File: src/rtl/y_cnt_pkg.sv
// Shared state encoding and default sizing for the Y-stream window counter.
package y_cnt_pkg;

  typedef enum logic {
    IDLE = 1'b0,
    RUN  = 1'b1
  } state_t;

  localparam int unsigned WIN_LEN_DEF = 16;
  localparam int unsigned CNT_W_DEF   = 8;

endpackage

File: src/rtl/edge_rise.sv
// Rising-edge detector: d is registered every cycle, rise = d & ~d_prev.
module edge_rise (
  input  logic clk,
  input  logic rst,
  input  logic d,
  output logic rise
);

  logic y_q;

  always_ff @(posedge clk) begin
    if (rst) y_q <= 1'b0;
    else     y_q <= d;
  end

  assign rise = d & ~y_q;

endmodule

File: src/rtl/y_window_counter.sv
// Counts rising edges of Y over fixed-length windows; publishes each window's
// saturated count with a valid/ack handshake and a sticky overrun flag.
module y_window_counter
  import y_cnt_pkg::*;
#(
  parameter int unsigned WIN_LEN = WIN_LEN_DEF,
  parameter int unsigned CNT_W   = CNT_W_DEF
) (
  input  logic             clk,
  input  logic             rst,
  input  logic             Y,
  input  logic             en,
  input  logic             ack,
  output logic [CNT_W-1:0] count,
  output logic             valid,
  output logic             overrun,
  output logic             busy
);

  localparam int unsigned     WW       = $clog2(WIN_LEN);
  localparam logic [WW-1:0]   WIN_LAST = WW'(WIN_LEN - 1);

  state_t            state_q, state_d;
  logic [WW-1:0]     win_q, win_d;
  logic [CNT_W-1:0]  evt_q, evt_d;
  logic [CNT_W-1:0]  count_q, count_d;
  logic              valid_q, valid_d;
  logic              ovr_q, ovr_d;

  logic              rise;
  logic              win_end;
  logic [CNT_W:0]    evt_sum;
  logic [CNT_W-1:0]  evt_sat;

  edge_rise u_edge_rise (
    .clk  (clk),
    .rst  (rst),
    .d    (Y),
    .rise (rise)
  );

  assign evt_sum = {1'b0, evt_q} + {{CNT_W{1'b0}}, rise};
  assign evt_sat = evt_sum[CNT_W] ? '1 : evt_sum[CNT_W-1:0];
  // Dropping en on the last window cycle discards the window like any other cycle.
  assign win_end = (state_q == RUN) && en && (win_q == WIN_LAST);

  always_comb begin
    state_d = state_q;
    win_d   = win_q;
    evt_d   = evt_q;
    count_d = count_q;
    valid_d = valid_q;
    ovr_d   = ovr_q;

    if (valid_q && ack && !win_end) valid_d = 1'b0;

    case (state_q)
      IDLE: begin
        if (en) state_d = RUN;
      end
      RUN: begin
        if (!en) begin
          state_d = IDLE;
          win_d   = '0;
          evt_d   = '0;
        end else if (win_end) begin
          count_d = evt_sat;
          valid_d = 1'b1;
          if (valid_q && !ack) ovr_d = 1'b1;
          win_d   = '0;
          evt_d   = '0;
        end else begin
          win_d = win_q + WW'(1);
          evt_d = evt_sat;
        end
      end
      default: state_d = IDLE;
    endcase
  end

  always_ff @(posedge clk) begin
    if (rst) begin
      state_q <= IDLE;
      win_q   <= '0;
      evt_q   <= '0;
      count_q <= '0;
      valid_q <= 1'b0;
      ovr_q   <= 1'b0;
    end else begin
      state_q <= state_d;
      win_q   <= win_d;
      evt_q   <= evt_d;
      count_q <= count_d;
      valid_q <= valid_d;
      ovr_q   <= ovr_d;
    end
  end

  assign count   = count_q;
  assign valid   = valid_q;
  assign overrun = ovr_q;
  assign busy    = (state_q == RUN);

endmodule

File: config.mk
export PLATFORM = sky130hd
export DESIGN_NAME = y_window_counter
export DESIGN_NICKNAME = d
export VERILOG_FILES = /design/src/rtl/y_cnt_pkg.sv /design/src/rtl/edge_rise.sv /design/src/rtl/y_window_counter.sv
export SDC_FILE = /design/constraint.sdc
export NUM_CORES = 1
export LEC_CHECK = 0
export BUFFER_PORTS_ARGS = -buffer_cell sky130_fd_sc_hd__buf_2
export CORE_MARGIN = 8
export CORE_UTILIZATION = 53
export CTS_CLUSTER_SIZE = 30
export DETAILED_ROUTE_END_ITERATION = 10
export PLACE_DENSITY = 0.74
export SETUP_SLACK_MARGIN = 0.5
export SLEW_MARGIN = 20
export SYNTH_ARGS = -nofsm -noshare
export SYNTH_HDL_FRONTEND = slang
export SYNTH_HIERARCHICAL = 1
export SYNTH_SLANG_ARGS = --single-unit
File: constraint.sdc
create_clock -name clk -period 3.5 [get_ports clk]
set_input_delay 0.525 -clock clk [delete_from_list [all_inputs] [get_ports clk]]
set_output_delay 0.525 -clock clk [all_outputs]
set_load 0.01 [all_outputs]
-- After elaboration in Yosys (flattened, before gate mapping)
Index checks and enable logic that the tools add are counted.
- memory bits (read-only): 0
- input port bits: 5
- output and inout bits: 11
- memories kept: 0
- flip-flop bits (word level): 24
- latch bits: 0
- logic and storage cells: 31
- bits in writable memories: 0
- reductions and logical operators: 9
- div/mod/pow operators: 0
- $add $sub $neg: 2
- shifts and indexed selects: 0
- muxes and demuxes: 10
- bitwise operators: 2
- equality and inequality tests: 1
- magnitude comparators: 0
- multiply operators: 0
- operators with widths (operator ; number):
    8-bit 2-to-1 mux ; 3
    8-bit by 1-bit adder with 9-bit output ; 1
    4-bit 2-to-1 mux ; 2
    1-bit logical AND ; 5
    1-bit 2-to-1 mux ; 5
    4-bit by 1-bit adder with 4-bit output (second input constant) ; 1
    4-bit equality test (second input constant) ; 1
    4-bit AND reduction ; 1
    3-bit AND reduction ; 1
    1-bit zero test ; 2
    1-bit bitwise AND ; 1
    1-bit inverter ; 1

-- Longest topological paths before layout
- word-level depth: 8
- gate-level depth with buffers: 7
- gate-level depth less buffers: 7

-- Hierarchy
Netlist, hierarchy kept.
- modules (own cells, without submodules) (module ; area an instance (um^2) ; cells an instance ; times used):
    y_window_counter ; 1132.3 ; 125 ; 1
    edge_rise ; 47.5 ; 3 ; 1

-- Least setup slack after synthesis
No wires, ideal clock.
- path kind: input port to flip-flop
- start: input Y
- end: register count_q[5] (netlist: count[5])
- stages on the path: 7
- arrival time: 1.756 ns
- slack: 1.664 ns
- buffers on the path: 0
- library setup time: 0.079 ns
- cell sequence: nor2b_4 -> ha_1 -> ha_1 -> nand4_2 -> nor2_4 -> nor2_2 -> a211oi_2
- cells in the longest elaborated chain, start to end: 3
- ends and longest elaborated chain (item ; RTL line ; text):
    from (decl) ; y_window_counter.sv:11 ; input logic Y,
    1-bit bitwise AND ; edge_rise.sv:16 ; assign rise = d & ~y_q;
    8-bit by 1-bit adder with 9-bit output ; y_window_counter.sv:42 ; assign evt_sum = {1'b0, evt_q} + {{CNT_W{1'b0}}, rise};
    8-bit 2-to-1 mux ; y_window_counter.sv:43 ; assign evt_sat = evt_sum[CNT_W] ? '1 : evt_sum[CNT_W-1:0];
    to (signal assigned) ; y_window_counter.sv:93 ; count_q <= count_d;
    to (decl) ; y_window_counter.sv:26 ; logic [CNT_W-1:0] count_q, count_d;
No other way between the ends.
A chain may end at the register's enable or synchronous reset.

-- Final worst setup path
- start: register u_edge_rise.y_q
- end: register count_q[5] (netlist: count[5])
- cells in the longest elaborated chain, start to end: 4
- ends and longest elaborated chain (item ; RTL line ; text):
    from (decl) ; edge_rise.sv:9 ; logic y_q;
    from (signal assigned) ; edge_rise.sv:12 ; if (rst) y_q <= 1'b0;
    from (signal assigned) ; edge_rise.sv:13 ; else y_q <= d;
    1-bit inverter ; edge_rise.sv:16 ;
    1-bit bitwise AND ; edge_rise.sv:16 ;
    named net rise ; y_window_counter.sv:30 ; logic rise;
    8-bit by 1-bit adder with 9-bit output ; y_window_counter.sv:42 ;
    8-bit 2-to-1 mux ; y_window_counter.sv:43 ;
The timed path passes the listed nets, and every way through them passes these cells.

==> flow_summary.toml <==
[yosys]
synth_edf_count = 0
synth.largest_area_cell = "dfxtp_1"
synth-seq-area-share = 0.407
yosys.cell_types.count = 45
synth_top_flop_cell = "dfxtp_1"
syn_area_mm2 = 0.00118
synth_area_per_cell_um2 = 9.22
netlist_instances = 128
yosysTopAreaCellShare = 0.407
async_flop_share = 0
synth_warnings = 6
syn-num-nets = 136
synth.area.top_cells = "dfxtp_1 (41%), nor2_1 (4.1%), a21oi_1 (3.8%)"
synth-seq-cells = 24

[floorplanning]
die_y_um = 63.2
initial_utilization = 0.549
dieWidth_um = 63.2
pin_count = 16
die-area_mm2 = 0.00399
fp-row-count = 17
core_area_mm2 = 0.00215

[final_layout]
fill_cells = 199
seq_area_um2 = 480
multi_input_area_um2 = 661
diodes = 0
finalNonFillerCells = 169
area_growth_pct = 8.91
layout-drive-gt1-share = 0.255
fin_nets = 151
fin_util = 0.598

[timing]
fin_worst_skew_ns = 0.00135
final-setup-viol-count = 0
hold_viol = 0
max_slew_margin = 0.659
finalCritPeriodShare = 0.519
fmax_ghz = 0.550
rsz0062_at_grt = "no"
worst_pin_slew_ns = 0.511
maxSlewViolCount = 0
holdWs_ns = 0.454
min_period_ns = 1.82
tns_ns = 0

[clock_tree]
ctsHoldBuffers = 0
cts-buffers-inserted = 3
cts.sinks = 24
cts_buffer_depth = 2
clkLatencyLatePin_ns = 0.31
htreeDepth = 1
cts_root_buf = "clkbuf_4"
cts_setup_buffers = 0
cts_resized = 0
cts_tree = "yes"
clk_pin_slew_ns = 0.12

[global_route]
track_usage = 0.127
grt_overflow = 0
first_global_vias = 885
antenna_found_initial = 0
grt_first_pass_wirelength_um = 4150
grt_start_max_net_pins = 25

[pwr]
power_per_cell_area_mw_per_mm2 = 326
vdd_drop_max_uv = 194
p_leak_uw = 0.000473
finalPower_uw = 419

[worst_setup_path]
r2r_start = "u_edge_rise/y_q$_SDFF_PP0_"
crit_required_ns = 3.74
crit_path_start_kind = "flip-flop"
path_class = "reg2reg"
cp-end-kind = "flip-flop"
cp-startpoint = "u_edge_rise/y_q$_SDFF_PP0_"
cp_max_fo = 9
cp.arrival_ns = 2.06

[route]
ant_nets = 0
drc_errors = 0
firstDrtPassIters = 5
drt_iter0_drc = 41
detail_route.wl_per_cell_um = 14.6
routed_wl_um = 2460
num_vias = 962
viasPerCell = 5.69

[min_path]
hold_start = "Y"
hold_class = "in2reg"

[placement]
gp_congestion = 0.854
dp_hpwl_um = 1780
port_buffers = 15
dp_cells = 166

[run]
maxCapViolations = 0

[run_status]
status = "finished, final reports clean"
state kept, by name, summed over array words and instances, names as in the netlist:
register         count
u_edge_rise/y_q      1
busy                 1
valid                1
count                8
overrun              1
win_q                4
evt_q                8
power by group:
group	internal, uW	switching [uW]	total, uW	leakage, uW
Clock	40.3	77.6	118	0.0000138
Combinational	8.40	14.4	22.8	0.000265
Sequential	275	2.79	278	0.000194
Total	324	94.9	419	0.000473
stage by stage:
stage	cell area, um2	worst slack, ns
after global routing	1280	1.58
final	1280	1.68
after detailed placement	1260	1.37
after CTS	1280	1.68
after floorplan	1180	1.66
after global placement	1260	1.48
kinds of logic after synthesis:
group / synth area share
AND/OR/NAND/NOR: 0.278
AO/OA/AOI/OAI: 0.220
flip-flops: 0.407
buffers and inverters: 0.0329
XOR/XNOR: 0.0223
adder cells (fa/ha/maj): 0.0318
multiplexers: 0.00848
area by class of cell:
type,instances,share of cell area
well taps,28,0.0273
inverters,3,0.00876
flip-flops and latches,24,0.374
clock buffers,3,0.0175
repair buffers,15,0.0584
multi-input cells,96,0.514
worst paths after layout:
kind	end	slack (ns)	cells past startpoint
min reg2reg	count[6]$_SDFFE_PP0P_	0.48	2
max	count[5]$_SDFFE_PP0P_	1.68	7
max reg2reg	count[5]$_SDFFE_PP0P_	1.68	7
min	u_edge_rise/y_q$_SDFF_PP0_	0.45	2
metal layers:
layer,wire length [um],track usage,share of wire,up-vias
met5,0,0,0,-
met4,44,0.0669,0.018,0
met3,110,0.0336,0.045,5
met2,1140,0.198,0.46,25
met1,1170,0.156,0.47,445
li1,-,-,-,487
cell usage in the layout, fill, tap and decap left out, types with 2 or more instances in the layout:
cell type / instances
o21a_1: 2
o21ai_0: 4
ha_1: 3
nor2_4: 2
nand2_1: 11
nor2_1: 13
xnor2_1: 3
nand2b_1: 2
nand3_1: 5
and3_1: 2
inv_1: 3
o311ai_1: 2
nor2b_4: 2
clkbuf_4: 3
buf_2: 15
nor3_1: 8
dfxtp_1: 24
a21oi_1: 9
o31ai_1: 2
a211oi_2: 3
worst max-delay path, cell delays in order (launching register included):
cell	delay [ns]
dfxtp_1	0.34
nor2b_4	0.09
ha_1	0.21
ha_1	0.30
nand4_2	0.21
nor2_4	0.26
nor2_2	0.10
a211oi_2	0.22
synthesized netlist by cell type (3+ instances only):
| cell | count |
|---|---|
| inv_1 | 3 |
| a21oi_1 | 9 |
| a211oi_2 | 3 |
| nand3_1 | 5 |
| nand2_1 | 11 |
| dfxtp_1 | 24 |
| nor2_1 | 13 |
| ha_1 | 3 |
| nor3_1 | 8 |
| xnor2_1 | 3 |
| o21ai_0 | 4 |
(Power assumes the default switching activity.)
